--- src/rtl/seg_display_ctrl_pkg.sv ---
// Shared constants for the memory-mapped seven-segment display controller:
// register map, CTRL bit positions and the hex font.
package seg_display_ctrl_pkg;

  localparam logic [1:0] SEG_ADDR_DATA = 2'd0;
  localparam logic [1:0] SEG_ADDR_DP   = 2'd1;
  localparam logic [1:0] SEG_ADDR_EN   = 2'd2;
  localparam logic [1:0] SEG_ADDR_CTRL = 2'd3;

  localparam int unsigned CTRL_ZERO_SUPPRESS = 0;
  localparam int unsigned CTRL_BLINK_EN      = 1;

  // Active-high g..a patterns; entry 0 sits in the least significant slot.
  localparam logic [15:0][6:0] HEX_FONT = {
    7'h71, 7'h79, 7'h5E, 7'h39, 7'h7C, 7'h77, 7'h6F, 7'h7F,
    7'h07, 7'h7D, 7'h6D, 7'h66, 7'h4F, 7'h5B, 7'h06, 7'h3F
  };

endpackage

--- src/rtl/seg_hex_font.sv ---
// Combinational hex-nibble to seven-segment (g..a, active-high) decoder.
module seg_hex_font
  import seg_display_ctrl_pkg::*;
(
  input  logic [3:0] nibble,
  output logic [6:0] segs
);

  assign segs = HEX_FONT[nibble];

endmodule

--- src/rtl/seg_display_ctrl.sv ---
// Multiplexed seven-segment display controller with register readback,
// per-digit enable, decimal points, leading-zero suppression and blink.
module seg_display_ctrl
  import seg_display_ctrl_pkg::*;
#(
  parameter int unsigned DIGITS         = 8,
  parameter int unsigned SCAN_DIV       = 50000,
  parameter int unsigned BLINK_FRAMES   = 64,
  parameter bit          SEG_ACTIVE_LOW = 1'b1,
  parameter bit          DIG_ACTIVE_LOW = 1'b1
) (
  input  logic              clock,
  input  logic              rst,
  input  logic              cs,
  input  logic              wr_en,
  input  logic              rd_en,
  input  logic [1:0]        addr,
  input  logic [31:0]       wdata,
  output logic [31:0]       rdata,
  output logic [7:0]        seg_out,
  output logic [DIGITS-1:0] dig_en
);

  localparam int unsigned DataW = 4 * DIGITS;
  localparam int unsigned DivW  = $clog2(SCAN_DIV);
  localparam int unsigned IdxW  = (DIGITS > 1) ? $clog2(DIGITS) : 1;
  localparam int unsigned FrmW  = (BLINK_FRAMES > 1) ? $clog2(BLINK_FRAMES) : 1;

  localparam logic [DivW-1:0] DivLast = DivW'(SCAN_DIV - 1);
  localparam logic [IdxW-1:0] IdxLast = IdxW'(DIGITS - 1);
  localparam logic [FrmW-1:0] FrmLast = FrmW'(BLINK_FRAMES - 1);

  localparam logic [7:0]        SegInactive = {8{SEG_ACTIVE_LOW}};
  localparam logic [DIGITS-1:0] DigInactive = {DIGITS{DIG_ACTIVE_LOW}};

  logic [DataW-1:0]  data_q;
  logic [DIGITS-1:0] dp_q;
  logic [DIGITS-1:0] en_q;
  logic              zero_sup_q;
  logic              blink_en_q;

  logic [DivW-1:0]   div_q;
  logic [IdxW-1:0]   idx_q;
  logic [FrmW-1:0]   frame_q;
  logic              blink_phase_q;

  logic [31:0]       rdata_q;
  logic [31:0]       rd_val;
  logic [7:0]        seg_q;
  logic [7:0]        seg_d;
  logic [DIGITS-1:0] dig_q;
  logic [DIGITS-1:0] dig_d;

  logic              div_tc;
  logic              idx_wrap;
  logic              frame_tick;
  logic [3:0]        cur_nibble;
  logic [6:0]        font_segs;
  logic [DIGITS-1:0] upper_zero;
  logic              zero_acc;
  logic              blank;
  logic              suppress;

  if (DataW < 32) begin : g_unused_wdata
    logic unused_wdata_hi;
    assign unused_wdata_hi = ^wdata[31:DataW];
  end

  // Register file; a read in the same cycle sees the pre-write value.
  always_ff @(posedge clock or negedge rst) begin
    if (!rst) begin
      data_q     <= '0;
      dp_q       <= '0;
      en_q       <= '1;
      zero_sup_q <= 1'b0;
      blink_en_q <= 1'b0;
    end else if (cs && wr_en) begin
      case (addr)
        SEG_ADDR_DATA: data_q <= wdata[DataW-1:0];
        SEG_ADDR_DP:   dp_q   <= wdata[DIGITS-1:0];
        SEG_ADDR_EN:   en_q   <= wdata[DIGITS-1:0];
        SEG_ADDR_CTRL: begin
          zero_sup_q <= wdata[CTRL_ZERO_SUPPRESS];
          blink_en_q <= wdata[CTRL_BLINK_EN];
        end
        default: ;
      endcase
    end
  end

  always_comb begin
    rd_val = '0;
    case (addr)
      SEG_ADDR_DATA: rd_val[DataW-1:0]  = data_q;
      SEG_ADDR_DP:   rd_val[DIGITS-1:0] = dp_q;
      SEG_ADDR_EN:   rd_val[DIGITS-1:0] = en_q;
      SEG_ADDR_CTRL: begin
        rd_val[CTRL_ZERO_SUPPRESS] = zero_sup_q;
        rd_val[CTRL_BLINK_EN]      = blink_en_q;
      end
      default: ;
    endcase
  end

  always_ff @(posedge clock or negedge rst) begin
    if (!rst) begin
      rdata_q <= '0;
    end else begin
      rdata_q <= (cs && rd_en) ? rd_val : '0;
    end
  end

  assign div_tc     = (div_q == DivLast);
  assign idx_wrap   = (idx_q == IdxLast);
  assign frame_tick = div_tc && idx_wrap;

  always_ff @(posedge clock or negedge rst) begin
    if (!rst) begin
      div_q         <= '0;
      idx_q         <= '0;
      frame_q       <= '0;
      blink_phase_q <= 1'b0;
    end else begin
      div_q <= div_tc ? '0 : div_q + 1'b1;
      if (div_tc) begin
        idx_q <= idx_wrap ? '0 : idx_q + 1'b1;
      end
      if (frame_tick) begin
        if (frame_q == FrmLast) begin
          frame_q       <= '0;
          blink_phase_q <= ~blink_phase_q;
        end else begin
          frame_q <= frame_q + 1'b1;
        end
      end
    end
  end

  // upper_zero[k] is set when nibble k and every nibble above it are zero.
  always_comb begin
    upper_zero = '0;
    zero_acc   = 1'b1;
    for (int k = DIGITS - 1; k >= 0; k--) begin
      zero_acc      = zero_acc && (data_q[4*k +: 4] == 4'h0);
      upper_zero[k] = zero_acc;
    end
  end

  assign cur_nibble = data_q[{idx_q, 2'b00} +: 4];

  seg_hex_font u_font (
    .nibble (cur_nibble),
    .segs   (font_segs)
  );

  assign blank    = !en_q[idx_q] || (blink_en_q && blink_phase_q);
  assign suppress = zero_sup_q && (idx_q != '0) && upper_zero[idx_q];

  // A suppressed digit keeps its slot only to show a set decimal point.
  always_comb begin
    seg_d = '0;
    dig_d = '0;
    if (!blank) begin
      if (!suppress) begin
        seg_d        = {dp_q[idx_q], font_segs};
        dig_d[idx_q] = 1'b1;
      end else if (dp_q[idx_q]) begin
        seg_d        = 8'h80;
        dig_d[idx_q] = 1'b1;
      end
    end
  end

  always_ff @(posedge clock or negedge rst) begin
    if (!rst) begin
      seg_q <= SegInactive;
      dig_q <= DigInactive;
    end else begin
      seg_q <= seg_d ^ SegInactive;
      dig_q <= dig_d ^ DigInactive;
    end
  end

  assign rdata   = rdata_q;
  assign seg_out = seg_q;
  assign dig_en  = dig_q;

endmodule

--- config.mk ---
export PLATFORM = sky130hd
export DESIGN_NAME = seg_display_ctrl
export DESIGN_NICKNAME = d
export VERILOG_FILES = /design/src/rtl/seg_display_ctrl_pkg.sv /design/src/rtl/seg_hex_font.sv /design/src/rtl/seg_display_ctrl.sv
export SDC_FILE = /design/constraint.sdc
export NUM_CORES = 1
export LEC_CHECK = 0
export BUFFER_PORTS_ARGS = -buffer_cell sky130_fd_sc_hd__buf_2
export CAP_MARGIN = 0
export CORE_MARGIN = 3
export CORE_UTILIZATION = 29
export CTS_CLUSTER_SIZE = 24
export DETAILED_ROUTE_END_ITERATION = 6
export GPL_ROUTABILITY_DRIVEN = 0
export PLACE_DENSITY_LB_ADDON = 0.15
export SLEW_MARGIN = 10
export SYNTH_ARGS = -nofsm -noshare
export SYNTH_HDL_FRONTEND = slang
export SYNTH_SLANG_ARGS = --single-unit
export TNS_END_PERCENT = 10
--- constraint.sdc ---
create_clock -name clock -period 5.9 [get_ports clock]
set_input_delay 0 -clock clock [delete_from_list [all_inputs] [get_ports clock]]
set_output_delay 0 -clock clock [all_outputs]
set_load 0.02 [all_outputs]
==> results of run 1 <==
==> logic make-up after synthesis <==
family / share of synthesized area (%)
AO/OA/AOI/OAI: 5.63
adder cells (fa/ha/maj): 2.24
flip-flops: 56.0
AND/OR/NAND/NOR: 14.4
multiplexers: 16.3
buffers and inverters: 2.48
XOR/XNOR: 2.97
==> sequential cells by signal, indices dropped and copies added (netlist names) <==
name	count
blink_en_q	1
blink_phase_q	1
data_q	32
dig_en	8
div_q	16
dp_q	8
en_q	8
frame_q	6
idx_q	3
rdata	32
seg_out	8
zero_sup_q	1
==> final timing paths <==
path	endpoint	slack (ns)	depth (start not counted)
min in group asynchronous	data_q[19]$_DFFE_PN0P_	0.24	2
worst min register to register	frame_q[4]$_DFFE_PN0P_	0.49	1
worst max-delay path	seg_out[2]$_DFF_PN1_	3.19	7
max in group asynchronous	rdata[5]$_DFF_PN0_	4.39	3
worst min-delay path	zero_sup_q$_DFFE_PN0P_	0.02	3
worst max register to register	seg_out[2]$_DFF_PN1_	3.19	7
==> worst reg2reg max path, cell delays in order (launching register included) <==
cell and delay (ns):
dfrtp_1 0.69, nor2b_1 0.58, o2bb2ai_1 0.18, nand2_1 0.08, o311ai_1 0.25, inv_1 0.16, ha_1 0.31, o311ai_0 0.34
==> layout make-up <==
cell class	count	area, sq um	share of cell area (%)
repair buffers	124	803	11.0
well taps	260	325	4.45
clock inverters	14	240	3.29
multi-input cells	302	2330	31.9
inverters	9	33.8	0.462
clock buffers	18	439	6.01
flip-flops and latches	124	3130	42.9
==> cell usage after synthesis (all sizes together), types with 2 or more instances <==
cell type / n
inv: 8
nor2: 31
o2bb2ai: 2
nand2b: 3
o22ai: 3
o21ai: 12
o311ai: 2
nand3: 20
and2: 28
a211oi: 2
clkbuf: 13
ha: 10
nand2: 16
nor4: 9
buf: 10
nor4bb: 2
mux4: 6
xnor2: 8
a31oi: 3
nor2b: 7
nor3: 6
a221o: 3
and4: 3
o31a: 2
mux2: 54
o211ai: 2
nand3b: 2
a21oi: 12
mux2i: 17
xor2: 11
nand4: 7
dfrtp: 100
and3: 8
dfstp: 24
==> stage by stage <==
step	instance area, sq um	hold slack (ns)	total power [mW]
after floorplan	5600	-0.296	1.28
after global routing	7310	0.0362	2.75
after detailed placement	6290	0.166	1.42
after CTS	7310	0.00689	2.65
after global placement	6290	0.161	1.42
final	7310	0.0172	2.62
==> timing repair <==
action	4_1_cts	5_1_grt
hold endpoints to repair	103	0
setup buffers	0	0
hold buffers	34	0
==> cells in the final DEF, fill, tap and decap left out, types with 11 or more instances in the layout <==
cell type      netlist  layout
mux2i_1             17      17
and2_1              27      27
a21oi_1             12      12
mux2_2              54      54
buf_2                6      85
dlygate4sd3_1        0      34
nor2_1              31      31
dfrtp_1            100     100
nand3_1             20      20
clkbuf_16            0      17
xor2_1              11      11
dfstp_2             24      24
o21ai_0             11      11
nand2_1             16      16
==> power by group through the flow <==
stage | Combinational (mW) | Clock, mW | Sequential, mW
finish | 0.354 | 1.20 | 1.07
global route | 0.391 | 1.27 | 1.08
CTS | 0.358 | 1.22 | 1.07
detailed placement | 0.339 | 0 | 1.09
global placement | 0.333 | 0 | 1.09
floorplan | 0.204 | 0 | 1.08
==> per-layer routing <==
metal,wire length (um),up-vias
li1,-,1884
met1,6500,2017
met2,6630,100
met3,665,19
met4,251,0
met5,0,-
==> impl_metrics.json, run 1 <==
{
  "antenna_found_initial": 0,
  "min_path_type": "primary input to flip-flop",
  "peakVddDrop_v": 0.000166,
  "cts.clk_slew.worst_paths_ns": 0.06,
  "rsz0062_at_grt": "false",
  "ant_nets": 0,
  "yosys-top-cells-area": "dfrtp_1 (45%), dfstp_2 (11%), mux2_2 (11%)",
  "end_kind": "flip-flop",
  "first_pass_iters": 4,
  "yosysSeqAreaShare_pct": 56.0,
  "p_leak_nw": 3.27,
  "swShare_pct": 25.6,
  "grt_pass1_wl_mm": 23.2,
  "vias": 4020,
  "async_flop_share_pct": 100,
  "top_level_ports": 87,
  "post-place-ws_ns": 3.21,
  "fin_crit_sh_pct": 45.9,
  "grt_pass1_vias": 4134,
  "netlist_instances": 458,
  "synthFlopType": "dfrtp_1",
  "worstHoldStart": "wr_en",
  "drt_iter0_markers": 225,
  "worst_pin_slew_ns": 0.861,
  "num_antenna_cells": 0,
  "die_w_um": 145,
  "fill_cells": 1825,
  "setup_viol": 0,
  "finalHoldViolations": 0,
  "area_growth_pct": 30.6,
  "worstPathRequired_ns": 6.21,
  "clkPwrFrac_pct": 45.7,
  "power_density_nw_per_um2": 359,
  "htree_levels": 4,
  "status": "finished, final reports clean",
  "busiest_layer": "met2",
  "cts_tree": "yes",
  "nets": 627,
  "cp_top_family": "compound AO/OA/AOI/OAI gates",
  "r2r-start": "idx_q[2]$_DFFE_PN0N_",
  "fin_util_pct": 38.8,
  "core_sq_um": 18800,
  "period_needed_ns": 2.71,
  "worst_setup_path_start_kind": "flip-flop",
  "grt_use_total_pct": 14.0,
  "p_int_mw": 1.95,
  "wl_per_cell_um": 16.5,
  "grt_use_met3_pct": 4.00,
  "worst-path-max-fanout": 26,
  "drv_slew": 0,
  "dp.cells": 785,
  "synth_edf_count": 0,
  "startpoint": "idx_q[2]$_DFFE_PN0N_",
  "clk_path_buf_depth": 2,
  "timing.setup.tns_ns": 0,
  "worstPathCellList": "nor2b_1 > o2bb2ai_1 > nand2_1 > o311ai_1 > inv_1 > ha_1 > o311ai_0",
  "syn_area_sq_um": 5600,
  "use_met2_pct": 21.8,
  "fmax_mhz": 369,
  "cap_violations": 0,
  "synth-seq-cells": 124,
  "vias_per_cell": 4.72,
  "start_util_pct": 29.7,
  "synth_fp_nets": 507,
  "use_met1_pct": 18.6,
  "drc": 0,
  "critPathSlowestCell": "dfrtp_1",
  "wl_mm": 14.0,
  "relSlewSlack_pct": 41.0,
  "ys_types": 51,
  "row_count": 50,
  "criticalPathCategory": "flip-flop to flip-flop",
  "crit_buf_inv": 1,
  "p_sw_uw": 670,
  "sequentialPowerShare_pct": 40.8,
  "arrival_ns": 3.02,
  "layout.cells.non_filler": 851,
  "grt_overflow_total": 0,
  "portBuffers": 86,
  "die_area_sq_um": 21000,
  "dp_hpwl_mm": 9.71,
  "clockRootBuffer": "clkbuf_16",
  "layout_setup_ws_ns": 3.19,
  "yosysTopAreaCell": "dfrtp_1",
  "clk_latency_ns": 0.42,
  "drive_gt1_share_pct": 35.7,
  "syn_avg_cell_area_sq_um": 12.2,
  "crit_path_max_incr_delay_ns": 0.69,
  "power_frac_comb_pct": 13.5,
  "cts.sink_count": 124,
  "skew_ns": 0.00972,
  "synth_top_cell_area_share_pct": 44.7,
  "die-height_um": 145,
  "cts_resized": 0,
  "cts_buffers": 17,
  "ys_warn_count": 0,
  "grt_max_degree": 70
}
Note: power is estimated with default switching activity, not from simulation.
==> run 2, diff against run 1 <==
Clock period 5.9 ns to 2.8 ns, I/O delays scaled along.
==> run 2 against run 1 <==
Effect of this change: fmax increased by 8.8%; clock skew decreased by 0.00092 ns; sequential power increased by 110%; power increased by 110%; critical path type unchanged; hold slack improved by 0.00083 ns; largest power group unchanged; wire length about the same; die area unchanged; combinational power increased by 110%; sequential share of layout area decreased by 0.28 points; final cell count increased by 0.82%.
==> impl_metrics.json, run 2 (synthesized netlist as in run 1, its figures left out) <==
{
  "status": "finished, final reports clean",
  "power_density_nw_per_um2": 743,
  "arrival_ns": 2.80,
  "grt_max_degree": 101,
  "layout_commonest_cell": "dfrtp_1",
  "postCtsSetupBuffers": 0,
  "startpoint": "idx_q[2]$_DFFE_PN0N_",
  "row_count": 50,
  "fmax_mhz": 402,
  "wl_per_cell_um": 16.4,
  "r2r-start": "idx_q[2]$_DFFE_PN0N_",
  "worst-path-max-fanout": 16,
  "critPathSlowestCell": "o311ai_1",
  "setup_viol": 0,
  "clk_latency_ns": 0.42,
  "worstPathRequired_ns": 3.11,
  "finalHoldViolations": 0,
  "rrSetupSlack_ns": 0.31,
  "fin_crit_sh_pct": 88.9,
  "cap_violations": 0,
  "antenna_found_initial": 0,
  "die_area_sq_um": 21000,
  "timing.setup.tns_ns": 0,
  "p_leak_nw": 3.30,
  "cts.clk_slew.worst_paths_ns": 0.06,
  "drive_gt1_share_pct": 36.0,
  "core_sq_um": 18800,
  "rsz0062_at_grt": "false",
  "worstPathCellList": "buf_4 > o311ai_1 > inv_1 > ha_1 > o311ai_0",
  "min_path_type": "primary input to flip-flop",
  "layout_setup_ws_ns": 0.310,
  "cts.sink_count": 124,
  "regToRegEndpoint": "seg_out[2]$_DFF_PN1_",
  "ant_nets": 0,
  "cts_tree": "yes",
  "dp_hpwl_mm": 9.75,
  "end_kind": "flip-flop",
  "worst_setup_path_start_kind": "flip-flop",
  "cts_resized": 0,
  "relSlewSlack_pct": 48.2,
  "grt_overflow_total": 0,
  "clockRootBuffer": "clkbuf_16",
  "holdBufCountCts": 35,
  "drt_iter0_markers": 180,
  "first_pass_iters": 4,
  "die_w_um": 145,
  "skew_ns": 0.00880,
  "htree_levels": 4,
  "die-height_um": 145,
  "grt_pass1_vias": 4060,
  "min_to": "blink_en_q$_DFFE_PN0P_",
  "top_level_ports": 87,
  "start_util_pct": 29.7,
  "portBuffers": 86,
  "period_needed_ns": 2.49,
  "cts_buffers": 17,
  "worstHoldStart": "cs",
  "grt_use_total_pct": 14.0,
  "grt_pass1_wl_mm": 23.0,
  "clk_path_buf_depth": 2,
  "drv_slew": 0,
  "post-place-ws_ns": 0.295,
  "area_growth_pct": 31.5,
  "peakVddDrop_v": 0.000390,
  "final_cell_mix": "dfrtp_1 (100), buf_2 (85), mux2_2 (54), dlygate4sd3_1 (35), nor2_1 (31)",
  "nets": 634,
  "crit_path_max_incr_delay_ns": 0.69,
  "drc": 0,
  "reg2reg_depth": 5,
  "criticalPathCategory": "flip-flop to flip-flop",
  "fill_cells": 1815,
  "vias": 3922,
  "wl_mm": 14.1,
  "vias_per_cell": 4.57,
  "worst_pin_slew_ns": 0.764,
  "num_antenna_cells": 0,
  "min_path_cells": 3
}
run 2: worst max path at each step:
stage | to | slack [ns] | depth (start not counted)
global placement | seg_out[2]$_DFF_PN1_ | 0.41 | 5
detailed placement | seg_out[2]$_DFF_PN1_ | 0.30 | 5
finish | seg_out[2]$_DFF_PN1_ | 0.31 | 5
global route | seg_out[2]$_DFF_PN1_ | 0.06 | 7
CTS | seg_out[2]$_DFF_PN1_ | 0.29 | 5
floorplan | seg_out[3]$_DFF_PN1_ | 0.53 | 11
run 2: metal layers:
layer,global-route usage (%),up-vias,wire length (um)
met5,0,-,0
met4,4.94,0,222
met3,3.84,21,500
met2,22.1,74,6650
met1,18.7,1940,6680
li1,-,1887,-
run 2: worst max-delay path, delay by kind of cell (launching register included):
family,cells,cell delay (ns)
AOI/OAI and AO/OA,2,1.06
DFF,1,0.57
buffers and inverters,2,0.44
adders and majority gates,1,0.30
run 2: final cells by class:
type	instances	area, sq um	share of cell area (%)
sequential	124	3130	42.6
multi-input combinational	302	2330	31.7
timing repair buffer	131	871	11.8
clock buffer	22	474	6.44
clock inverter	10	186	2.53
tap	260	325	4.42
inverter	9	33.8	0.459
run 2: per-stage QoR:
| stage | utilization, % | power, mW | area (sq um) | hold slack (ns) | std cells |
|---|---|---|---|---|---|
| after global placement | 33.7 | 3.00 | 6350 | -0.0707 | 791 |
| after detailed placement | 33.7 | 3.02 | 6350 | -0.0669 | 791 |
| after CTS | 39.1 | 5.54 | 7360 | 0.00766 | 858 |
| final | 39.1 | 5.47 | 7360 | 0.0180 | 858 |
| after floorplan | - | 2.70 | 5600 | -0.296 | 458 |
| after global routing | 39.1 | 5.71 | 7360 | 0.0468 | 858 |
run 2: power by group:
group	switching [mW]	internal [mW]
Combinational	0.383	0.376
Sequential	0.198	2.05
Clock	0.807	1.65
==> run 3, diff against run 2 <==
Settings changed: BUFFER_PORTS_ARGS -buffer_cell sky130_fd_sc_hd__buf_2 to -buffer_cell sky130_fd_sc_hd__clkbuf_2.
==> run 3 against run 2 <==
Effect of this change: wire length increased by 0.55%; combinational power decreased by 0.5%; sequential power about the same; sequential share of layout area increased by 0.36 points; global-route usage decreased by 0.067 points; hold slack improved by 0.0092 ns; first-iteration DRC count increased by 13%; via count increased by 1.4%; utilization decreased by 0.33 points; non-clock buffer count unchanged.
==> impl_metrics.json, run 3 (synthesized netlist as in run 1, its figures left out) <==
{
  "grt_use_total_pct": 14.0,
  "grt_pass1_wl_mm": 23.0,
  "crit_path_max_incr_delay_ns": 0.60,
  "cts.sink_count": 124,
  "ant_nets": 0,
  "drv_slew": 0,
  "finalHoldViolations": 0,
  "worst_setup_path_start_kind": "flip-flop",
  "first_pass_iters": 4,
  "r2r-start": "idx_q[1]$_DFFE_PN0N_",
  "peakVddDrop_v": 0.000422,
  "area_growth_pct": 30.4,
  "htree_levels": 4,
  "fill_cells": 1827,
  "cap_violations": 0,
  "p_leak_nw": 3.27,
  "wl_per_cell_um": 16.5,
  "startpoint": "idx_q[1]$_DFFE_PN0N_",
  "cp.depth": 7,
  "layout_commonest_cell": "dfrtp_1",
  "crit_buf_inv": 1,
  "whs_ns": 0.0272,
  "worstPathRequired_ns": 3.10,
  "portBuffers": 86,
  "rrSetupSlack_ns": 0.31,
  "drt_iter0_markers": 204,
  "setup_viol": 0,
  "grt_overflow_total": 0,
  "end_kind": "flip-flop",
  "clk_path_buf_depth": 2,
  "worst_pin_slew_ns": 0.733,
  "cts_tree": "yes",
  "grt_max_degree": 100,
  "skew_ns": 0.0121,
  "die_area_sq_um": 21000,
  "crit_path_end": "seg_out[2]$_DFF_PN1_",
  "timing.setup.tns_ns": 0,
  "start_util_pct": 29.7,
  "grt_pass1_vias": 4193,
  "worstPathCellList": "nor2b_1 > o2bb2ai_1 > nand2_1 > o311ai_1 > inv_1 > ha_1 > o311ai_0",
  "fin_crit_sh_pct": 89.1,
  "post-place-ws_ns": 0.235,
  "worst-path-max-fanout": 13,
  "rsz0062_at_grt": "false",
  "nets": 634,
  "vias": 3976,
  "wl_mm": 14.1,
  "core_sq_um": 18800,
  "die-height_um": 145,
  "arrival_ns": 2.79,
  "final_cell_mix": "dfrtp_1 (100), clkbuf_2 (85), mux2_2 (54), dlygate4sd3_1 (34), nor2_1 (31)",
  "critPathSlowestCell": "dfrtp_1",
  "min_path_cells": 3,
  "cts.clk_slew.worst_paths_ns": 0.06,
  "die_w_um": 145,
  "reg2reg_depth": 7,
  "fmax_mhz": 401,
  "num_antenna_cells": 0,
  "top_level_ports": 87,
  "drc": 0,
  "period_needed_ns": 2.49,
  "cp_top_family": "compound AO/OA/AOI/OAI gates",
  "layout_setup_ws_ns": 0.306,
  "power_density_nw_per_um2": 718,
  "vias_per_cell": 4.63,
  "relSlewSlack_pct": 50.4,
  "criticalPathCategory": "flip-flop to flip-flop",
  "cts_buffers": 17,
  "row_count": 50,
  "regToRegEndpoint": "seg_out[2]$_DFF_PN1_",
  "antenna_found_initial": 0,
  "clockRootBuffer": "clkbuf_16",
  "clk_latency_ns": 0.42,
  "dp_hpwl_mm": 9.89,
  "drive_gt1_share_pct": 36.5,
  "min_path_type": "primary input to flip-flop",
  "status": "finished, final reports clean"
}
[run 3: changes by cell type in the layout (fill, tap and decap cells not counted), sizes merged, moves of 3 or more]
cell and change:
inv +3, buf -84, clkbuf +83, bufinv -3
[run 3: routing by layer]
| metal | share of wire (%) | GRT usage (%) | up-vias | routed length, um |
|---|---|---|---|---|
| met4 | 0.98 | 4.56 | 0 | 139 |
| met5 | 0 | 0 | - | 0 |
| met2 | 49 | 22.8 | 90 | 6880 |
| li1 | - | - | 1885 | - |
| met3 | 4.2 | 4.31 | 15 | 591 |
| met1 | 46 | 17.7 | 1986 | 6530 |
[run 3: worst min-delay path by stage]
stage               slack [ns]  start                      to
floorplan                -0.30    rst  blink_en_q$_DFFE_PN0P_
global placement         -0.06    rst     rdata[29]$_DFF_PN0_
detailed placement       -0.07    rst     rdata[29]$_DFF_PN0_
CTS                      0.005     cs  blink_en_q$_DFFE_PN0P_
global route              0.05     cs  zero_sup_q$_DFFE_PN0P_
finish                    0.03     cs  zero_sup_q$_DFFE_PN0P_
[run 3: worst reg2reg max path: stages (launching register included)]
cell and delay [ns]:
dfrtp_1 0.60, nor2b_1 0.46, o2bb2ai_1 0.17, nand2_1 0.08, o311ai_1 0.24, inv_1 0.15
ha_1 0.30, o311ai_0 0.37
[run 3: where the power goes]
group	total (mW)	internal (mW)	switching [mW]
Clock	2.23	1.39	0.847
Sequential	2.25	2.05	0.195
Combinational	0.755	0.373	0.382
Total	5.24	3.81	1.42
[run 3: area by class of cell]
class                   count  area, sq um  share of cell area [%]
clock buffers              20          467                    6.40
clock inverters            12          135                    1.85
inverters                   9         33.8                   0.463
multi-input cells         302         2330                    32.0
flip-flops and latches    124         3130                    42.9
well taps                 260          325                    4.46
repair buffers            131          868                    11.9
[run 3: metrics by stage]
step / instances / util [%] / power [mW] / cell area [sq um]
after global placement: 792 / 33.7 / 3.00 / 6350
after CTS: 858 / 38.8 / 5.31 / 7300
after detailed placement: 792 / 33.7 / 3.01 / 6350
after floorplan: 458 / - / 2.70 / 5600
final: 858 / 38.8 / 5.24 / 7300
after global routing: 858 / 38.8 / 5.50 / 7300
[run 3: what timing repair did]
action / in CTS / in global routing
hold buffers: 34 / 0
setup buffers: 0 / 0
hold endpoints to repair: 150 / 0
resized for setup: 0 / 0
